`src/rtl/rv_mem_arb.sv`:
```
// rv_mem_arb: two-port (fetch / data) arbiter onto a single-port memory bus.
// Data port has priority. Fetch is forced through after STARVE_MAX consecutive
// data wins while fetch waits. At most one read is outstanding. A request that
// is stalled by mem_gnt keeps its owner locked until it is accepted.
module rv_mem_arb #(
  parameter int ADDR_W     = 32,
  parameter int DATA_W     = 32,
  parameter int STARVE_MAX = 3
) (
  input  logic                clk,
  input  logic                rst,
  // fetch port
  input  logic                if_req,
  input  logic [ADDR_W-1:0]   if_addr,
  output logic                if_gnt,
  output logic                if_rvalid,
  output logic [DATA_W-1:0]   if_rdata,
  // data port
  input  logic                dm_req,
  input  logic                dm_we,
  input  logic [ADDR_W-1:0]   dm_addr,
  input  logic [DATA_W-1:0]   dm_wdata,
  input  logic [DATA_W/8-1:0] dm_be,
  output logic                dm_gnt,
  output logic                dm_rvalid,
  output logic [DATA_W-1:0]   dm_rdata,
  // memory port
  output logic                mem_req,
  output logic                mem_we,
  output logic [ADDR_W-1:0]   mem_addr,
  output logic [DATA_W-1:0]   mem_wdata,
  output logic [DATA_W/8-1:0] mem_be,
  input  logic                mem_gnt,
  input  logic                mem_rvalid,
  input  logic [DATA_W-1:0]   mem_rdata,
  output logic                busy
);

  typedef enum logic {IDLE, RESP} state_t;

  state_t     state_q, state_d;
  logic       lock_q, lock_d;          // owner frozen while mem_gnt stalls
  logic       lock_dm_q, lock_dm_d;    // locked owner: 1 = data port
  logic       resp_dm_q, resp_dm_d;    // owner of outstanding read: 1 = data port
  logic [3:0] starve_q, starve_d;

  logic sel_dm, issue, gnt, rsp, starve_hit;

  // Owner selection and issue qualification; everything is gated by reset
  always_comb begin
    starve_hit = (starve_q == 4'(STARVE_MAX));
    if (lock_q) sel_dm = lock_dm_q;
    else        sel_dm = dm_req & ~(if_req & starve_hit);
    issue = rst & (state_q == IDLE) & (if_req | dm_req);
    gnt   = issue & mem_gnt;
    rsp   = rst & (state_q == RESP) & mem_rvalid;
  end

  // Memory bus and per-port responses; buses are zero when nothing is issued
  always_comb begin
    mem_req   = issue;
    mem_we    = issue & sel_dm & dm_we;
    mem_addr  = issue ? (sel_dm ? dm_addr : if_addr) : '0;
    mem_wdata = (issue & sel_dm) ? dm_wdata : '0;
    mem_be    = issue ? (sel_dm ? dm_be : '1) : '0;
    if_gnt    = gnt & ~sel_dm;
    dm_gnt    = gnt & sel_dm;
    if_rvalid = rsp & ~resp_dm_q;
    dm_rvalid = rsp & resp_dm_q;
    if_rdata  = if_rvalid ? mem_rdata : '0;
    dm_rdata  = dm_rvalid ? mem_rdata : '0;
    busy      = rst & ((state_q == RESP) | issue);
  end

  // Next-state: issue/response sequencing, owner lock, starvation counter
  always_comb begin
    state_d   = state_q;
    lock_d    = lock_q;
    lock_dm_d = lock_dm_q;
    resp_dm_d = resp_dm_q;
    starve_d  = starve_q;
    case (state_q)
      IDLE: begin
        if (gnt) begin
          lock_d = 1'b0;
          // writes complete on grant; reads wait for their response
          if (!sel_dm || !dm_we) begin
            state_d   = RESP;
            resp_dm_d = sel_dm;
          end
        end else if (issue) begin
          lock_d    = 1'b1;
          lock_dm_d = sel_dm;
        end
      end
      RESP: if (mem_rvalid) state_d = IDLE;
      default: state_d = IDLE;
    endcase
    if (!if_req)                                   starve_d = '0;
    else if (if_gnt)                               starve_d = '0;
    else if (dm_gnt && starve_q < 4'(STARVE_MAX))  starve_d = starve_q + 4'd1;
  end

  // State registers
  always_ff @(posedge clk or negedge rst) begin
    if (!rst) begin
      state_q   <= IDLE;
      lock_q    <= 1'b0;
      lock_dm_q <= 1'b0;
      resp_dm_q <= 1'b0;
      starve_q  <= '0;
    end else begin
      state_q   <= state_d;
      lock_q    <= lock_d;
      lock_dm_q <= lock_dm_d;
      resp_dm_q <= resp_dm_d;
      starve_q  <= starve_d;
    end
  end

endmodule

```
`config.mk`:
```
export PLATFORM = sky130hd
export DESIGN_NAME = rv_mem_arb
export DESIGN_NICKNAME = d
export VERILOG_FILES = /design/src/rtl/rv_mem_arb.sv
export SDC_FILE = /design/constraint.sdc
export NUM_CORES = 1
export LEC_CHECK = 0
export CAP_MARGIN = 40
export CORE_AREA = 10 10 101 103
export CTS_CLUSTER_SIZE = 25
export DETAILED_ROUTE_END_ITERATION = 12
export DIE_AREA = 0 0 111 113
export PLACE_DENSITY = 0.76
export RECOVER_POWER = 25
export REMOVE_ABC_BUFFERS = 1
export SLEW_MARGIN = 20
export SYNTH_ARGS = -nofsm -noshare
export SYNTH_HDL_FRONTEND = slang
export SYNTH_SLANG_ARGS = --single-unit
```
`constraint.sdc`:
```
create_clock -name clk -period 4.6 [get_ports clk]
set_input_delay 0.92 -clock clk [delete_from_list [all_inputs] [get_ports clk]]
set_output_delay 0.92 -clock clk [all_outputs]
set_load 0.1 [all_outputs]
```
; ---- Word level (Yosys, flattened, before mapping)
; Cells that the tools add are included.
[op_classes]
n_addsub = 1
n_lt_le_gt_ge = 1
n_eq_ne = 2
muxes = 17
n_bitwise = 21
reduce_logical = 8
[op_table]
columns = cell, count
row1 = 32-bit two-way mux, 5
row2 = 4-bit two-way mux, 5
row3 = 1-bit bitwise AND, 14
row4 = 1-bit two-way mux, 6
row5 = 3-bit AND reduction, 2
row6 = 1-bit inverter, 5
row7 = "4-bit by 1-bit adder with 4-bit output, second input constant", 1
row8 = "4-bit by 2-bit == test with 1-bit output, second input constant", 1
row9 = "4-bit by 2-bit less-than comparator with 1-bit output, second input constant", 1
row10 = "3-bit by 1-bit != test with 1-bit output, second input constant", 1
row11 = 1-bit zero test, 2
row12 = 1-bit bitwise OR, 2
row13 = 1-bit one-hot mux with 2 select lines, 1
row14 = 2-bit AND reduction, 1
row15 = 2-bit nonzero test, 1
row16 = 1-bit logical AND, 1
row17 = 1-bit logical OR, 1
[totals]
regBits = 8
in_bits = 139
out_inout_bits = 139

; ---- Depth between registers and ports, before layout
; Gate-level depths: netlist of the first run.
[depth]
depth_word = 10
mapped_depth = 7
mapped_depth_nobuf = 6

; ---- Least setup slack after synthesis of the first run
; OpenSTA, ideal clock, no wires.
[synth_path]
path_type = input to output
start = in if_req
end = out mem_addr[10]
arrival_time_ns = 3.114
slack_ns = 0.566
stages = 6
path_buffers = 2
path_cell_list = and4bb_4 > o21ai_2 > buf_4 > buf_6 > nand2_1 > a21oi_1
[synth_via]
elab_chain_len = 6
[synth_rtl]
columns = item, line
row1 = "start, declared", 13  ; input logic if_req,
row2 = 1-bit bitwise AND, 53  ; else sel_dm = dm_req & ~(if_req & starve_hit);
row3 = 1-bit inverter, 53
row4 = 1-bit bitwise AND, 53
row5 = 1-bit two-way mux, 52  ; if (lock_q) sel_dm = lock_dm_q;
row6 = 32-bit two-way mux, 63  ; mem_addr = issue ? (sel_dm ? dm_addr : if_addr) : '0;
row7 = 32-bit two-way mux (*), 63
row8 = "end, declared", 30  ; output logic [ADDR_W-1:0] mem_addr,
; Every way passes the cells marked *; elsewhere a longest branch is shown, timed or not.

; ---- Worst setup path after layout of the first run
[layout_path]
start = in rst
end = out dm_rdata[11]
[layout_via]
elab_chain_len = 4
[layout_rtl]
columns = item, line
row1 = "start, declared", 11  ; input logic rst,
row2 = 1-bit bitwise AND (2 in a row), 56  ; rsp = rst & (state_q == RESP) & mem_rvalid;
row3 = 1-bit bitwise AND, 69  ; dm_rvalid = rsp & resp_dm_q;
row4 = 32-bit two-way mux, 71  ; dm_rdata = dm_rvalid ? mem_rdata : '0;
row5 = "end, declared", 26  ; output logic [DATA_W-1:0] dm_rdata,
; Every way passes these cells.

==> metrics.cfg, run 1 <==
[routing]
wl_met1_mm=4.20
top_layer_used=met4
vias_per_cell=4.53
ant_nets=0
drc=0
totalWireLength_mm=13.4
dr_wl_met3_mm=1.30
dr.pass1.iters=4
drtIter0Drc=118
met2_length_mm=7.73
wl_per_cell_um=20.9
vias=2895

[clock_tree]
clk_path_buf_depth=2
cts_sinks=8
root_buffer=clkbuf_8
ctsResizeCount=0
postCtsSetupBuffers=0
cts_hold_buf=0
cts_made_buffers=3
path_clk_slew_ps=40
clk_latency_ps=240
cts_tree=built
cts.htree.levels=1

[yosys]
yosysWarnings=0
synth_fa_ha_area_share_pct=0.770
yosys.area_share.simple_pct=62.2
synthMuxAreaShare_pct=0.693
synthesis.area_um2=1630
synth-seq-area-share_pct=12.3
synth_xor_area_share_pct=0
postSynth.topFlopCell=dfrtp_1
synthArstFlopShare_pct=100
yosys_register_bits=8
syn_inst=271
synth_top_family_by_area=simple AND/OR/NAND/NOR gates
syn_avg_cell_area_um2=6.00
synth_compound_area_share_pct=14.4
synth.distinct_cells=28
synth-edff-count=0

[grt]
grt-ovfl-total=0
grt_pass1_wl_mm=19.6
antenna_found_initial=0
grt_max_degree=68
grt_pass1_vias=3168
track_usage_pct=19.5

[sta]
tightest_slew_ps=1200
final_hold_viol_count=0
finalCriticalPeriod_ps=4030
slew_viol_final=0
setup_violations=0
final.period_utilization_pct=87.6
fin_hold_ws_ps=530
slew-limit-headroom_pct=20.2
tns_ps=0
skew_ps=6.24
timing.fmax_mhz=248
rsz0062_at_grt=no

[power]
ir_drop_mv=0.242
powerDensity_nw_per_um2=335
p_leak_nw=2.53
total_power_mw=1.96

[run_status]
status=complete, no violations

[finish]
areaGrowthSynthToFinish_pct=261
finalCoreUtilization_pct=72.0
layout_commonest_cell=buf_12
final_cells=639
antennaDiodeCount=0
fin_nets=676
most-common-layout-cells=139 x buf_12, 138 x clkdlybuf4s50_1, 68 x nand2_1
drive_gt1_share_pct=28.1

[critical_path]
cp.arrival_ps=3110
crit_slowest_cell=clkbuf_2
crit_cells=7
worst_ep_required_time_ps=3680
path_cells=clkdlybuf4s50_1 -> clkbuf_1 -> nand3_1 -> nor2_1 -> clkbuf_2 -> and2_1 -> buf_12
worst-path-buf-inv=4
reg2reg_depth=7
critPathMaxStageDelay_ps=470
cp_max_fo=33
critPathTopFamily=buffers and inverters
cp-end-kind=output port
critPathKind=in2out
worstSetupStartpointType=input port

[placement]
io_buffers=277
place_inst=636
place_hpwl_mm=11.7
routabilityCongestion=0.885

[die]
ios=278
coreArea_um2=8130
die_area_um2=12500
num_rows=33
die_w_um=111
die-height_um=113
initial_core_util_pct=20.0

[run]
cap_viol_max_count=0

[hold_path]
hold_class=reg2reg
hold_depth=1

[power by group]
part,switching [mW],internal (mW)
logic,1.17,0.613
registers,0.0120,0.0848
clock network,0.0299,0.0569
[sequential cells by signal, indices dropped and copies added, names as in the netlist]
name / cells
lock_dm_q: 1
starve_q: 4
state_q: 1
resp_dm_q: 1
lock_q: 1
[path summary, 6_finish.rpt]
path / from / to / slack (ps)
setup reg to reg: starve_q[0] / state_q / 2570
max in group asynchronous: rst / resp_dm_q / 3090
min in group asynchronous: rst / starve_q[2] / 1120
hold / removal: resp_dm_q / resp_dm_q / 530
setup / recovery: rst / dm_rdata[11] / 570
hold reg to reg: resp_dm_q / resp_dm_q / 530
[Yosys cell counts (3+ instances only)]
cell,instances,area [um^2]
buf_6,4,45.0
buf_4,4,30.0
o21a_1,4,30.0
nand2_1,68,255
nor2_1,13,48.8
dfrtp_1,8,200
and3_1,35,219
inv_1,4,15.0
buf_1,3,11.3
and2_1,64,400
clkbuf_1,11,41.3
a21oi_1,33,165
[layout make-up]
| type | count | area, um^2 |
|---|---|---|
| repair buffers | 284 | 4200 |
| fillers | 555 | 2270 |
| multi-input cells | 234 | 1260 |
| flip-flops and latches | 8 | 200 |
| well taps | 105 | 131 |
| clock buffers | 3 | 41.3 |
| inverters | 5 | 18.8 |
[cell families (layout without fill, tap and decap cells)]
kind of cell	count (synthesis)	count (layout)
flip-flops	8	8
buffers and inverters	29	292
AO/OA/AOI/OAI	42	42
adder cells (fa/ha/maj)	1	1
AND/OR/NAND/NOR	190	190
multiplexers	1	1
[layer usage]
metal  GRT usage [%]  vias up
met5               0        -
met4            2.60        0
met3            8.08       13
met2            39.9      140
met1            17.6     1328
li1                -     1414
[stage by stage]
stage / setup WS [ps] / area [um^2]
after floorplan: -210 / 1490
after global placement: 890 / 5840
after detailed placement: 814 / 5840
after CTS: 807 / 5880
after global routing: 365 / 5860
final: 572 / 5860
Power figures use the tool's default switching activity.
==> inputs of run 2 (changes only) <==
- REMOVE_ABC_BUFFERS: 1 -> not set
==> run 2 against run 1 <==
  * Non-clock buffer count grew 1
  * Count of clock-buffer cells in the layout unchanged
  * Register-to-register slack improved by 40 ps
  * Critical path depth unchanged
  * Via count is 1.8% higher
  * Core utilization up 0.18 points
  * Maximum frequency is 2.2% higher
==> metrics.cfg, run 2 (synthesis results as in run 1) <==
[finish]
regMostFlops=starve_q  ; unchanged
most-common-layout-cells=139 x buf_12, 137 x clkdlybuf4s50_1, 68 x nand2_1  ; was 139 x buf_12, 138 x clkdlybuf4s50_1, 68 x nand2_1
largest_reg_flops=4  ; unchanged
fin_nets=677  ; was 676
drive_gt1_share_pct=28.2  ; was 28.1%
final_cells=641  ; was 639
finish.instance_area_um2=5870  ; was 5860 um^2
areaGrowthSynthToFinish_pct=261  ; about the same
layout_commonest_cell=buf_12  ; unchanged

[die]
die_area_um2=12500  ; unchanged
initial_core_util_pct=20.0  ; unchanged
ios=278  ; unchanged
num_rows=33  ; unchanged
die-height_um=113  ; unchanged
die_w_um=111  ; unchanged
coreArea_um2=8130  ; unchanged

[sta]
slew-limit-headroom_pct=20.5  ; was 20.2%
final_hold_viol_count=0  ; unchanged
final.period_utilization_pct=85.7  ; was 87.6%
tightest_slew_ps=1200  ; about the same
slew_viol_final=0  ; unchanged
rsz0062_at_grt=no  ; unchanged
timing.fmax_mhz=254  ; was 248 MHz
skew_ps=2.32  ; was 6.24 ps
worst_slack_ps=657  ; was 572 ps
finalCriticalPeriod_ps=3940  ; was 4030 ps
tns_ps=0  ; unchanged
setup_violations=0  ; unchanged

[grt]
grt-ovfl-total=0  ; unchanged
track_usage_pct=19.8  ; was 19.5%
grt_pass1_vias=3108  ; was 3168
grt_pass1_wl_mm=19.8  ; was 19.6 mm
antenna_found_initial=1  ; was 0
grt_max_degree=38  ; was 68

[critical_path]
worst_ep_required_time_ps=3680  ; about the same
critPathMaxStageDelay_ps=510  ; was 470 ps
r2r_start=starve_q[0]  ; unchanged
critPathKind=in2out  ; unchanged
path_cells=clkdlybuf4s50_1 -> and4bb_4 -> o21ai_4 -> buf_4 -> buf_4 -> and3_1 -> buf_12  ; was clkdlybuf4s50_1 -> clkbuf_1 -> nand3_1 -> nor2_1 -> clkbuf_2 -> and2_1 -> buf_12
cp.arrival_ps=3020  ; was 3110 ps
crit_top_cell=buf_4
worstSetupStartpointType=input port  ; unchanged
crit_slowest_cell=clkdlybuf4s50_1  ; was clkbuf_2
cp_max_fo=36  ; was 33
crit_start=if_req  ; was rst
cp-end-kind=output port  ; unchanged

[clock_tree]
path_clk_slew_ps=40  ; about the same
cts_sinks=8  ; unchanged
cts_made_buffers=3  ; unchanged
ctsResizeCount=0  ; unchanged
clk_path_buf_depth=2  ; unchanged
cts_hold_buf=0  ; unchanged
root_buffer=clkbuf_8  ; unchanged
cts_tree=built  ; unchanged
postCtsSetupBuffers=0  ; unchanged
cts.htree.levels=1  ; unchanged
clk_latency_ps=230  ; was 240 ps

[routing]
vias=2946  ; was 2895
drtIter0Drc=94  ; was 118
ant_nets=0  ; unchanged
dr.pass1.iters=4  ; unchanged
dr_wl_met3_mm=1.75  ; was 1.30 mm
drc=0  ; unchanged
top_layer_used=met4  ; unchanged
totalWireLength_mm=13.4  ; about the same
wl_per_cell_um=20.9  ; about the same
wl_met1_mm=4.37  ; was 4.20 mm
met2_length_mm=7.00  ; was 7.73 mm
vias_per_cell=4.60  ; was 4.53

[hold_path]
hp-start=starve_q[1]  ; was resp_dm_q
hold_class=reg2reg  ; unchanged

[placement]
place_hpwl_mm=11.8  ; was 11.7 mm
dp_slack_ps=702  ; was 814 ps
place_inst=637  ; was 636
routabilityCongestion=0.897  ; was 0.885
io_buffers=277  ; unchanged
place_area_um2=5850  ; was 5840 um^2

[power]
p_leak_nw=2.54  ; was 2.53 nW
ir_drop_mv=0.211  ; was 0.242 mV
pwr-share-clk_pct=4.4  ; about the same
power_frac_seq_pct=5.0  ; was 4.9%
p_switching_mw=1.21  ; about the same
power_switching_share_pct=61.6  ; about the same
comb_power_share_pct=90.6  ; about the same
powerDensity_nw_per_um2=334  ; was 335 nW/um^2
total_power_mw=1.96  ; about the same
p_int_uw=752  ; was 754 uW

[run]
cap_viol_max_count=0  ; unchanged

[run_status]
status=complete, no violations  ; unchanged

[yosys]
syn-num-nets=411

==> run 2: metal layers <==
| layer | GRT usage [%] | vias to the layer above |
|---|---|---|
| met5 | 0 | - |
| met1 | 18.2 | 1337 |
| met2 | 36.9 | 172 |
| li1 | - | 1420 |
| met3 | 10.7 | 17 |
| met4 | 5.47 | 0 |
==> run 2: power by group through the flow <==
stage,logic (mW),registers [mW],clock network [mW]
floorplan,1.11,0.0943,0
CTS,1.79,0.0983,0.0865
global route,1.84,0.0999,0.0913
global placement,1.76,0.0968,0
finish,1.78,0.0982,0.0853
detailed placement,1.79,0.0986,0
==> run 2: cell type report <==
| class | instances | area [um^2] |
|---|---|---|
| repair buffers | 285 | 4220 |
| well taps | 105 | 131 |
| multi-input cells | 234 | 1260 |
| fillers | 547 | 2260 |
| diodes | 1 | 2.50 |
| clock buffers | 3 | 41.3 |
| inverters | 5 | 18.8 |
| flip-flops and latches | 8 | 200 |
==> run 2: per-stage QoR <==
stage / hold slack [ps] / util (%)
after global placement: 501 / 71.9
after detailed placement: 540 / 71.9
final: 546 / 72.2
after global routing: 566 / 72.2
after CTS: 548 / 72.4
after floorplan: 486 / -
==> run 2: final timing paths <==
check	endpoint	slack, ps	cells past startpoint
worst max-delay path	mem_wdata[30]	660	7
worst min-delay path	starve_q[1]	550	2
worst max register to register	state_q	2610	7
worst min register to register	starve_q[1]	550	2
max in group asynchronous	starve_q[2]	3010	2
min in group asynchronous	lock_dm_q	1200	2
==> run 2: worst max-delay path: cells and delay by family <==
kind	cells	cell delay, ps
buffers and inverters	4	1400
AOI/OAI and AO/OA	1	120
and+or+nand+nor	2	540
==> inputs of run 3 (changes only) <==
- REMOVE_ABC_BUFFERS: not set -> 1
==> results of run 3 <==
The final DEF is identical to that of run 1; final timing and power are the same.
